--- config.mk ---
export PLATFORM = sky130hd
export DESIGN_NAME = clk_div_prog_flat
export DESIGN_NICKNAME = d
export VERILOG_FILES = /design/src/rtl/clk_div_prog_if.sv /design/src/rtl/clk_div_prog.sv /design/src/flat_wrapper.sv
export SDC_FILE = /design/constraint.sdc
export NUM_CORES = 1
export LEC_CHECK = 0
export BUFFER_PORTS_ARGS = -buffer_cell sky130_fd_sc_hd__buf_2
export CORE_MARGIN = 2
export CORE_UTILIZATION = 55
export DETAILED_ROUTE_END_ITERATION = 8
export GPL_ROUTABILITY_DRIVEN = 0
export PLACE_DENSITY = 0.8
export SETUP_SLACK_MARGIN = 0.2
export SLEW_MARGIN = 0
export SYNTH_ARGS = -nofsm -noshare
export SYNTH_HDL_FRONTEND = slang
export SYNTH_SLANG_ARGS = --single-unit
--- constraint.sdc ---
create_clock -name clk -period 5.25 [get_ports clk]
set_input_delay 1.575 -clock clk [delete_from_list [all_inputs] [get_ports clk]]
set_output_delay 1.575 -clock clk [all_outputs]
set_load 0.01 [all_outputs]
--- src/rtl/clk_div_prog_if.sv ---
// Control/status bundle for the programmable clock divider.
// master drives run request and divisor loads; slave is the divider.
interface clk_div_prog_if #(
  parameter int CNT_W = 8
);
  logic             en;
  logic [CNT_W-1:0] div_in;
  logic             div_load;
  logic             out_clk;
  logic             tick;
  logic             running;
  logic             upd_pend;
  logic             cfg_err;

  modport master (
    output en,
    output div_in,
    output div_load,
    input  out_clk,
    input  tick,
    input  running,
    input  upd_pend,
    input  cfg_err
  );

  modport slave (
    input  en,
    input  div_in,
    input  div_load,
    output out_clk,
    output tick,
    output running,
    output upd_pend,
    output cfg_err
  );
endinterface

--- src/rtl/clk_div_prog.sv ---
// Runtime-programmable 50%-duty clock divider, any integer N >= 2.
// Ratio changes and start/stop take effect only at period boundaries.
module clk_div_prog #(
  parameter int CNT_W   = 8,
  parameter int DEF_DIV = 4
) (
  input  logic          clk,
  input  logic          rst_n,
  clk_div_prog_if.slave bus
);
  localparam logic [CNT_W-1:0] DEF = CNT_W'(DEF_DIV);
  localparam logic [CNT_W-1:0] ONE = CNT_W'(1);
  localparam logic [CNT_W-1:0] TWO = CNT_W'(2);

  logic [CNT_W-1:0] cnt_q, cnt_d;
  logic [CNT_W-1:0] div_act_q, div_act_d;
  logic [CNT_W-1:0] div_pend_q, div_pend_d;
  logic             upd_pend_q, upd_pend_d;
  logic             run_q, run_d;
  logic             tick_q, tick_d;
  logic             err_q, err_d;
  logic             p_q, p_d;
  logic             n_q;

  logic             bnd;
  logic             go;
  logic             ld_ok;
  logic [CNT_W:0]   half;

  always_comb begin
    bnd        = (cnt_q == div_act_q - ONE);
    go         = bnd & bus.en;
    ld_ok      = bus.div_load & (bus.div_in >= TWO);
    err_d      = bus.div_load & (bus.div_in < TWO);
    div_act_d  = div_act_q;
    if (go && upd_pend_q) begin
      div_act_d = div_pend_q;
    end
    cnt_d = cnt_q + ONE;
    if (bnd) begin
      cnt_d = bus.en ? '0 : cnt_q;
    end
    run_d      = ~bnd | bus.en;
    tick_d     = go;
    // Extra bit keeps (N+1)>>1 exact when N is the all-ones max.
    half       = ({1'b0, div_act_d} + 1'b1) >> 1;
    p_d        = run_d & ({1'b0, cnt_d} < half);
    div_pend_d = ld_ok ? bus.div_in : div_pend_q;
    upd_pend_d = ld_ok | (upd_pend_q & ~go);
  end

  always_ff @(posedge clk or negedge rst_n) begin
    if (!rst_n) begin
      cnt_q      <= DEF - ONE;
      div_act_q  <= DEF;
      div_pend_q <= DEF;
      upd_pend_q <= 1'b0;
      run_q      <= 1'b0;
      tick_q     <= 1'b0;
      err_q      <= 1'b0;
      p_q        <= 1'b0;
    end else begin
      cnt_q      <= cnt_d;
      div_act_q  <= div_act_d;
      div_pend_q <= div_pend_d;
      upd_pend_q <= upd_pend_d;
      run_q      <= run_d;
      tick_q     <= tick_d;
      err_q      <= err_d;
      p_q        <= p_d;
    end
  end

  // Half-cycle delayed phase trims the high time for odd ratios.
  always_ff @(negedge clk or negedge rst_n) begin
    if (!rst_n) begin
      n_q <= 1'b0;
    end else begin
      n_q <= p_q;
    end
  end

  assign bus.out_clk  = div_act_q[0] ? (p_q & n_q) : p_q;
  assign bus.tick     = tick_q;
  assign bus.running  = run_q;
  assign bus.upd_pend = upd_pend_q;
  assign bus.cfg_err  = err_q;
endmodule

--- src/flat_wrapper.sv ---
// flat-port wrapper written by rule: the top's interface ports become plain ports
module clk_div_prog_flat 
#(
  parameter int CNT_W   = 8,
  parameter int DEF_DIV = 4
)
  (clk, rst_n, bus_en, bus_div_in, bus_div_load, bus_out_clk, bus_tick, bus_running, bus_upd_pend, bus_cfg_err);
  clk_div_prog_if #(.CNT_W(CNT_W)) bus_i ();
  input  logic clk;
  input  logic rst_n;
  input wire logic [$bits(bus_i.en)-1:0] bus_en;
  input wire logic [$bits(bus_i.div_in)-1:0] bus_div_in;
  input wire logic [$bits(bus_i.div_load)-1:0] bus_div_load;
  output wire logic [$bits(bus_i.out_clk)-1:0] bus_out_clk;
  output wire logic [$bits(bus_i.tick)-1:0] bus_tick;
  output wire logic [$bits(bus_i.running)-1:0] bus_running;
  output wire logic [$bits(bus_i.upd_pend)-1:0] bus_upd_pend;
  output wire logic [$bits(bus_i.cfg_err)-1:0] bus_cfg_err;
  assign bus_i.en = bus_en;
  assign bus_i.div_in = bus_div_in;
  assign bus_i.div_load = bus_div_load;
  assign bus_out_clk = bus_i.out_clk;
  assign bus_tick = bus_i.tick;
  assign bus_running = bus_i.running;
  assign bus_upd_pend = bus_i.upd_pend;
  assign bus_cfg_err = bus_i.cfg_err;
  clk_div_prog #(.CNT_W(CNT_W), .DEF_DIV(DEF_DIV)) u_core (.clk(clk), .rst_n(rst_n), .bus(bus_i));
endmodule
## Word level (Yosys, flattened, before mapping)

Cells that the tools add are included.

| word-level totals | value |
|---|---|
| register bits after elaboration | 30 |
| input port bits | 12 |
| output and inout port bits | 5 |
| word-level logic and storage cells | 31 |

| operators by class | value |
|---|---|
| add/sub/neg operators | 3 |
| $lt $le $gt $ge | 3 |
| equality and inequality tests | 1 |
| mux-type cells | 4 |
| bitwise operators | 10 |
| reduce and logical (&&, ||, !) cells | 1 |

Operator list:

| kind | number |
|---|---|
| two-way mux 8 bit | 3 |
| adder 8 x 1 -> 9 bit (second input constant) | 1 |
| adder 8 x 1 -> 8 bit (second input constant) | 1 |
| == test 8 bit | 1 |
| greater-or-equal comparator 8 x 2 -> 1 bit (second input constant) | 1 |
| < comparator 8 x 2 -> 1 bit (second input constant) | 1 |
| < comparator 8 bit | 1 |
| subtractor 8 x 1 -> 8 bit (second input constant) | 1 |
| bitwise AND 1 bit | 6 |
| NOT 1 bit | 2 |
| OR 1 bit | 2 |
| logical AND 1 bit | 1 |
| two-way mux 1 bit | 1 |

## Logic depth before layout (Yosys ltp)

Gate-level depths: netlist of run 1.

| logic depth | value |
|---|---|
| depth after elaboration | 8 |
| mapped depth | 20 |
| depth with buffers taken out | 19 |

==> impl_metrics.yaml, run 1 <==
finish:
  drive_gt1_frac: 0.1855
  stdcell_count: 267
  fin_nets: 242
  syn2layout_area_growth_pct: 7.653
  multi_input_area_mm2: 0.001140
  fillers: 291
  insertedDiodeCount: 0
  regArea_um2: 755.7
  fin_area_mm2: 0.002130
global_routing:
  grt_overflow: 0
  grt_max_degree: 30
  grt_first_pass_wirelength_um: 7010
  grt_pass1_vias: 1495
  gr-usage-all-layers: 0.2246
  antenna_found_initial: 0
synth:
  yosys-top-cells-area: "dfrtp_1, ha_1, xnor2_1"
  yosysSeqAreaShare: 0.3820
  yosysWarnings: 0
  ys.flop_type: "dfrtp_1"
  netlist_area_mm2: 0.001978
  avgSynthCellArea_um2: 9.697
  synth_top_area_frac: 0.3163
  postSynthCellCount: 204
  yosysMostFrequentCell: "nand2_1"
  async_reset_ff_frac: 1.000
  netlist_top_cells_count: "nand2_1, dfrtp_1, nand3_1"
  synth_seq_cells: 30
  synth-edff-count: 0
  synth_cell_types: 46
  yosysTopAreaCell: "dfrtp_1"
  synth.net_count: 226
die:
  start_util: 0.5836
  dieArea_mm2: 0.004092
  chipWidth_um: 63.97
  die_h_um: 63.97
  rows: 21
  core_mm2: 0.003390
  pin_count: 17
worst_setup_path:
  crit_buf_inv: 1
  critical_path.slowest_cell: "dfrtn_1"
  slowest_delay_ps: 320
  startpoint_type: "register"
  cp.required_ps: 3680
  crit_path_cell_trace: "o21a_1 -> buf_2"
  cp_data_arrival_time_ps: 3560
  path_delay_family: "flip-flops"
  worstSetupPathType: "register to output pin"
  path_max_fanout: 1
  end_kind: "output pin"
place:
  port_buffers: 16
  pre_cts_slack_ps: 456.4
  hpwlAfterDp_um: 2923
  dpl.cell_count: 259
  placed_cell_area_mm2: 0.002071
cts:
  clockBufferDepth: 2
  tritoncts: "done"
  cts_buffers: 5
  cts_setup_buffers: 0
  hold_buffers: 0
  htree_levels: 2
  cts_root_buf: "clkbuf_4"
  clkSinkCount: 30
  clkLatencyLatePin_ps: 330
  clk_pin_slew_ps: 90
drt:
  avgRoutedWirePerCell_um: 14.68
  drt_pass1_iterations: 5
  drtIter0Drc: 53
  wl_um: 3919
  vias: 1493
  avgViaCountPerCell: 5.592
  drc: 0
  detail-route-antenna-nets: 0
timing:
  relSlewSlack: 0.6893
  finalWorstSetupSlack_ps: 116.7
  clock-skew-final_ps: 7.361
  drv_slew: 0
  fin_tns_setup_ps: 0
  tightest_slew_ps: 464.0
  rsz0062_at_grt: "yes"
  finalSetupViolations: 0
  hold_viol_final: 0
pwr:
  ir_worst_vdd_v: 0.0003136
  p_total_mw: 1.001
  p_leak_nw: 1.023
  power_density_mw_per_mm2: 470.0
outcome:
  status: "completed"
job:
  maxCapViolations: 0
min_path:
  worstHoldPathType: "register to register"
-- stage by stage --
stage / hold slack (ps) / utilization
2_1_floorplan: 458.6 / -
3_3_place_gp: 475.7 / 0.6109
3_5_place_dp: 483.3 / 0.6109
4_1_cts: 496.2 / 0.6283
5_1_grt: 521.3 / 0.6283
6_report: 493.0 / 0.6283
-- where the power goes --
group	switching, mW	internal [mW]
Combinational	0.250	0.224
Sequential	0.0899	0.295
Clock	0.0761	0.0660
Total	0.416	0.585
-- final timing paths --
kind / start / slack, ps / cells after the start / endpoint
max: u_core.n_q / 120 / 2 / bus_out_clk
max reg2reg: u_core.div_act_q[3] / 730 / 17 / u_core.p_q
min reg2reg: u_core.div_pend_q[2] / 490 / 2 / u_core.div_pend_q[2]
max in group asynchronous: rst_n / 1570 / 1 / u_core.n_q
min in group asynchronous: rst_n / 1280 / 2 / u_core.div_act_q[4]
min: u_core.div_pend_q[2] / 490 / 2 / u_core.div_pend_q[2]
-- kinds of logic (layout without fill, tap and decap cells) --
kind of cell    count (synthesis)  after routing  share of synthesized area
fa+ha+maj                      10             10                    0.06325
flops                          30             30                     0.3820
mux                            13             13                    0.07780
simple gates                   81             81                     0.2182
compound gates                 32             32                     0.1196
xor+xnor                       22             22                    0.09741
buf+inv                        16             33                    0.04175
-- cell usage in the layout (no fill, tap or decap), drive strengths merged, types with 2 or more instances in the layout --
master / Yosys / layout
dfrtp: 25 / 25
a21o: 2 / 2
nand4: 2 / 2
ha: 10 / 10
buf: 3 / 17
a21oi: 7 / 7
xnor2: 13 / 13
mux2i: 6 / 6
nor3: 6 / 6
xor2: 9 / 9
a22o: 3 / 3
nand3: 16 / 16
inv: 7 / 7
nor4: 2 / 2
nand2: 28 / 28
dfstp: 4 / 4
clkbuf: 5 / 8
nor2: 8 / 8
nor2b: 2 / 2
o21ai: 9 / 9
mux2: 7 / 7
and3: 12 / 12
-- registers in the layout, indices dropped and copies added, names as in the netlist --
register	flops
u_core.bus.tick	1
u_core.bus.running	1
u_core.p_q	1
u_core.cnt_q	8
u_core.n_q	1
u_core.div_act_q	8
u_core.div_pend_q	8
u_core.bus.upd_pend	1
u_core.bus.cfg_err	1
-- worst reg2reg max path, delay by kind of cell (launching register included) --
kind                       cells  cell delay (ps)
and+or+nand+nor                8             2030
AOI/OAI and AO/OA              5             1040
adders and majority gates      2              600
DFF                            1              510
muxes                          1              150
xor gates and xnor gates       1              130
-- cell type report --
class	count	area share
clock buffer	8	0.02761
timing repair buffer	17	0.04113
multi-input combinational	158	0.5353
sequential	30	0.3549
tap	46	0.02703
inverter	8	0.01410
-- metal layers --
layer	GRT usage	wire length, um
met1	0.3036	1790
met2	0.3464	1851
met3	0.04225	165
met4	0.1087	111
met5	0	0
-- repair_timing --
item | in CTS | in global routing
gates resized for setup | 0 | 0
cloned | 0 | 0
setup endpoints to repair | 1 | 1
Note: power is estimated with default switching activity, not from simulation.
==> inputs of run 2 (changes only) <==
--- a/config.mk
+++ b/config.mk
@@ -5,14 +5,15 @@
 export SDC_FILE = /design/constraint.sdc
 export NUM_CORES = 1
 export LEC_CHECK = 0
-export BUFFER_PORTS_ARGS = -buffer_cell sky130_fd_sc_hd__buf_2
 export CORE_MARGIN = 2
 export CORE_UTILIZATION = 55
 export DETAILED_ROUTE_END_ITERATION = 8
+export DONT_BUFFER_PORTS = 1
 export GPL_ROUTABILITY_DRIVEN = 0
-export PLACE_DENSITY = 0.8
+export PLACE_DENSITY = 0.76
 export SETUP_SLACK_MARGIN = 0.2
-export SLEW_MARGIN = 0
+export SKIP_CTS_REPAIR_TIMING = 1
+export SLEW_MARGIN = 20
 export SYNTH_ARGS = -nofsm -noshare
 export SYNTH_HDL_FRONTEND = slang
 export SYNTH_SLANG_ARGS = --single-unit
==> run 2 against run 1 <==
  * Worst setup slack better by 69 ps
  * Clock power about the same
  * Highest routed layer unchanged
  * Global-route usage increased by 0.17 points
  * Critical endpoint unchanged
==> impl_metrics.yaml, run 2 (synthesis gave the netlist of run 1 again) <==
drt:
  drt_pass1_iterations: 5
  wl_um: 3978
  avgViaCountPerCell: 6.096
  drtIter0Drc: 51
  avgRoutedWirePerCell_um: 15.91
  drc: 0
  vias: 1524
  detail-route-antenna-nets: 0
worst_setup_path:
  critical_path.slowest_cell: "dfrtn_1"
  end_kind: "output pin"
  slowest_delay_ps: 390
  crit_path_cell_trace: "o21a_1"
  path_max_fanout: 1
  cp_data_arrival_time_ps: 3490
  crit_buf_inv: 0
  worstSetupStartpoint: "u_core.n_q"
  startpoint_type: "register"
  path_delay_family: "flip-flops"
  cp.required_ps: 3680
  worstSetupPathType: "register to output pin"
  rr_startpoint: "u_core.div_act_q[3]"
job:
  maxCapViolations: 0
finish:
  drive_gt1_frac: 0.1176
  reg.largest.list: "u_core.cnt_q: 8 flops, u_core.div_act_q: 8 flops, u_core.div_pend_q: 8 flops"
  fin_nets: 225
  insertedDiodeCount: 0
  fillers: 278
  layout_common_cells: "nand2_1, dfrtp_1, nand3_1, xnor2_1, and3_1"
  final_common_cell: "nand2_1"
  syn2layout_area_growth_pct: 3.226
die:
  rows: 21
  pin_count: 17
  die_h_um: 63.97
  chipWidth_um: 63.97
  core_mm2: 0.003390
  dieArea_mm2: 0.004092
  start_util: 0.5836
place:
  hpwlAfterDp_um: 3054
  pre_cts_slack_ps: 514.1
  port_buffers: 0
cts:
  clkLatencyLatePin_ps: 330
  cts_buffers: 5
  cts_root_buf: "clkbuf_4"
  clkSinkCount: 30
  tritoncts: "done"
  clk_pin_slew_ps: 90
  clockBufferDepth: 2
  htree_levels: 2
global_routing:
  grt_util_met3: 0.05810
  gr-usage-all-layers: 0.2263
  grt_max_degree: 31
  grt_overflow: 0
  grt_first_pass_wirelength_um: 7100
  gr-usage-met2: 0.3607
  grt_pass1_vias: 1553
  use_met1: 0.2823
  grt-busiest-layer: "met2"
  antenna_found_initial: 0
pwr:
  p_leak_nw: 0.9543
  power_density_mw_per_mm2: 485.5
  ir_worst_vdd_v: 0.0002852
timing:
  clock-skew-final_ps: 15.18
  fin_tns_setup_ps: 0
  relSlewSlack: 0.6930
  finalSetupViolations: 0
  finalWorstSetupSlack_ps: 186.1
  drv_slew: 0
  tightest_slew_ps: 460.5
  hold_viol_final: 0
  rsz0062_at_grt: "yes"
min_path:
  hp-start: "u_core.div_pend_q[2]"
  worstHoldPathType: "register to register"
outcome:
  status: "completed"
==> run 2: cell count changes in the layout (fill, tap and decap cells not counted), sizes merged <==
cell	before	now
buf	17	0
==> run 2: through the flow <==
step | area (um^2) | hold slack [ps] | util | instances | power (mW)
4_1_cts | 2042 | 516.5 | 0.6024 | 250 | 0.9895
6_report | 2042 | 515.6 | 0.6024 | 250 | 0.9913
3_5_place_dp | 1983 | 502.4 | 0.5851 | 242 | 0.8484
3_3_place_gp | 1983 | 475.3 | 0.5851 | 242 | 0.8230
2_1_floorplan | 1978 | 458.6 | - | 204 | 0.7574
5_1_grt | 2042 | 541.2 | 0.6024 | 250 | 1.083
==> run 2: worst paths after layout <==
check / end / slack, ps / depth (start not counted)
max in group asynchronous: u_core.n_q / 1680 / 0
min reg2reg: u_core.div_pend_q[2] / 520 / 2
max: bus_out_clk / 190 / 1
min: u_core.div_pend_q[2] / 520 / 2
max reg2reg: u_core.p_q / 630 / 17
min in group asynchronous: u_core.div_act_q[0] / 930 / 0
==> run 2: worst min-delay path: cells and delay by family (launching register included) <==
kind,cells,cell delay (ps)
DFF,1,400
and+or+nand+nor,2,120
==> run 2: cell type report <==
type | count | area, um^2 | area share
clock buffers | 8 | 58.81 | 0.02880
inverters | 8 | 30.03 | 0.01471
multi-input cells | 158 | 1140 | 0.5582
flip-flops and latches | 30 | 755.7 | 0.3701
well taps | 46 | 57.56 | 0.02819
==> run 2: per-layer routing <==
metal,share of wire,vias to the layer above
li1,-,721
met5,0,-
met4,0.030,0
met1,0.44,744
met3,0.046,11
met2,0.49,48
==> run 2: where the power goes <==
group	internal (mW)	switching, mW	total [mW]
sequential	0.295	0.0939	0.388
clock	0.0660	0.0746	0.141
combinational	0.218	0.244	0.462
==> inputs of run 3 (changes only) <==
--- a/config.mk
+++ b/config.mk
@@ -10,7 +10,9 @@
 export DETAILED_ROUTE_END_ITERATION = 8
 export DONT_BUFFER_PORTS = 1
 export GPL_ROUTABILITY_DRIVEN = 0
+export GPL_TIMING_DRIVEN = 0
 export PLACE_DENSITY = 0.76
+export REMOVE_ABC_BUFFERS = 1
 export SETUP_SLACK_MARGIN = 0.2
 export SKIP_CTS_REPAIR_TIMING = 1
 export SLEW_MARGIN = 20
==> run 3 against run 2 <==
  * Largest cell class unchanged
  * Non-clock buffer count did not move
  * Hold slack lost 17 ps
  * Largest power group unchanged
  * Cell area did not move
  * Worst setup slack improved by 3.3 ps
==> impl_metrics.yaml, run 3 (synthesis gave the netlist of run 1 again) <==
finish:
  fillers: 287
  insertedDiodeCount: 0
  reg.largest.list: "u_core.cnt_q: 8 flops, u_core.div_act_q: 8 flops, u_core.div_pend_q: 8 flops"
  syn2layout_area_growth_pct: 3.226
  final_common_cell: "nand2_1"
  fin_area_mm2: 0.002042
  fin_util: 0.6024
  layout_common_cells: "nand2_1, dfrtp_1, nand3_1, xnor2_1, and3_1"
  drive_gt1_frac: 0.1176
  fin_nets: 225
pwr:
  power_frac_comb: 0.467
  p_switching_mw: 0.4176
  p_total_mw: 0.9977
  power_density_mw_per_mm2: 488.6
  power_frac_clock: 0.143
  seq_power_share: 0.391
  swShare: 0.4186
  p_int_mw: 0.5801
  p_leak_nw: 0.9543
  ir_worst_vdd_v: 0.0003257
timing:
  relSlewSlack: 0.7077
  drv_slew: 0
  rsz0062_at_grt: "yes"
  hold_viol_final: 0
  tightest_slew_ps: 437.4
  finalSetupViolations: 0
  hold_slack_ps: 498.5
  fin_tns_setup_ps: 0
  clock-skew-final_ps: 15.82
worst_setup_path:
  crit_buf_inv: 0
  worstSetupStartpoint: "u_core.n_q"
  path_max_fanout: 1
  cp_data_arrival_time_ps: 3490
  startpoint_type: "register"
  end_kind: "output pin"
  path_delay_family: "flip-flops"
  cp.required_ps: 3680
  rr_startpoint: "u_core.div_act_q[3]"
  crit_path_cell_trace: "o21a_1"
  critical_path.slowest_cell: "dfrtn_1"
  slowest_delay_ps: 390
  worstSetupPathType: "register to output pin"
die:
  dieArea_mm2: 0.004092
  start_util: 0.5836
  core_mm2: 0.003390
  die_h_um: 63.97
  chipWidth_um: 63.97
  rows: 21
  pin_count: 17
place:
  port_buffers: 0
  hpwlAfterDp_um: 2950
  placed_cell_area_mm2: 0.001983
global_routing:
  grt_max_degree: 31
  grt_pass1_vias: 1483
  grt_overflow: 0
  antenna_found_initial: 0
  grt_first_pass_wirelength_um: 6713
  gr-usage-all-layers: 0.2161
drt:
  drc: 0
  avgRoutedWirePerCell_um: 15.86
  drt_pass1_iterations: 4
  avgViaCountPerCell: 5.920
  wl_um: 3964
  detail-route-antenna-nets: 0
  vias: 1480
  drtIter0Drc: 49
min_path:
  hp-start: "u_core.div_pend_q[2]"
  worstHoldPathType: "register to register"
cts:
  tritoncts: "done"
  clk_pin_slew_ps: 80
  clkLatencyLatePin_ps: 330
  htree_levels: 2
  clockBufferDepth: 2
  cts_buffers: 5
  clkSinkCount: 30
  cts_root_buf: "clkbuf_4"
outcome:
  status: "completed"
job:
  maxCapViolations: 0
## run 3: cell counts in the layout (fill, tap and decap cells not counted)
Identical to the previous run, type by type.
## run 3: power groups by stage
| stage | sequential, mW | combinational (mW) | clock (mW) |
|---|---|---|---|
| floorplan | 0.363 | 0.385 | 0 |
| global placement | 0.388 | 0.432 | 0 |
| detailed placement | 0.392 | 0.460 | 0 |
| CTS | 0.387 | 0.465 | 0.146 |
| global route | 0.398 | 0.527 | 0.155 |
| finish | 0.390 | 0.465 | 0.142 |
## run 3: worst paths after layout
| check | slack (ps) | end | cells past startpoint |
|---|---|---|---|
| worst max-delay path | 190 | bus_out_clk | 1 |
| worst min-delay path | 500 | u_core.div_pend_q[2] | 2 |
| worst max register to register | 660 | u_core.p_q | 17 |
| worst min register to register | 500 | u_core.div_pend_q[2] | 2 |
| max in group asynchronous | 1680 | u_core.n_q | 0 |
| min in group asynchronous | 920 | u_core.div_pend_q[7] | 0 |
## run 3: per-layer routing
| layer | up-vias | track usage | share of wire |
|---|---|---|---|
| li1 | 713 | - | - |
| met1 | 728 | 0.2648 | 0.45 |
| met2 | 31 | 0.3620 | 0.49 |
| met3 | 8 | 0.04577 | 0.036 |
| met4 | 0 | 0.1005 | 0.024 |
| met5 | - | 0 | 0 |
## run 3: metrics by stage
stage / setup WS (ps) / cells
after floorplan: 541.4 / 196
after detailed placement: 521.0 / 242
after CTS: 175.9 / 250
after global placement: 521.7 / 242
after global routing: 156.5 / 250
final: 189.4 / 250
## run 3: worst register-to-register path, cell delays in order (launching register included)
cell and delay (ps):
dfrtp_1 530, or4_4 530, or3_1 370, a211oi_2 380
and3_1 480, nand3_1 130, o21ai_0 120, ha_1 330
and2_1 210, nand2_1 70, xnor2_1 170, mux2i_1 110
ha_1 300, nor2b_1 130, o21ai_0 170, nand2b_1 90
a21oi_1 220, o211a_1 180
## run 3: final cells by class
cell class,instances,area [um^2],area share
multi-input cells,158,1140,0.5582
inverters,8,30.03,0.01471
well taps,46,57.56,0.02819
clock buffers,8,58.81,0.02880
flip-flops and latches,30,755.7,0.3701
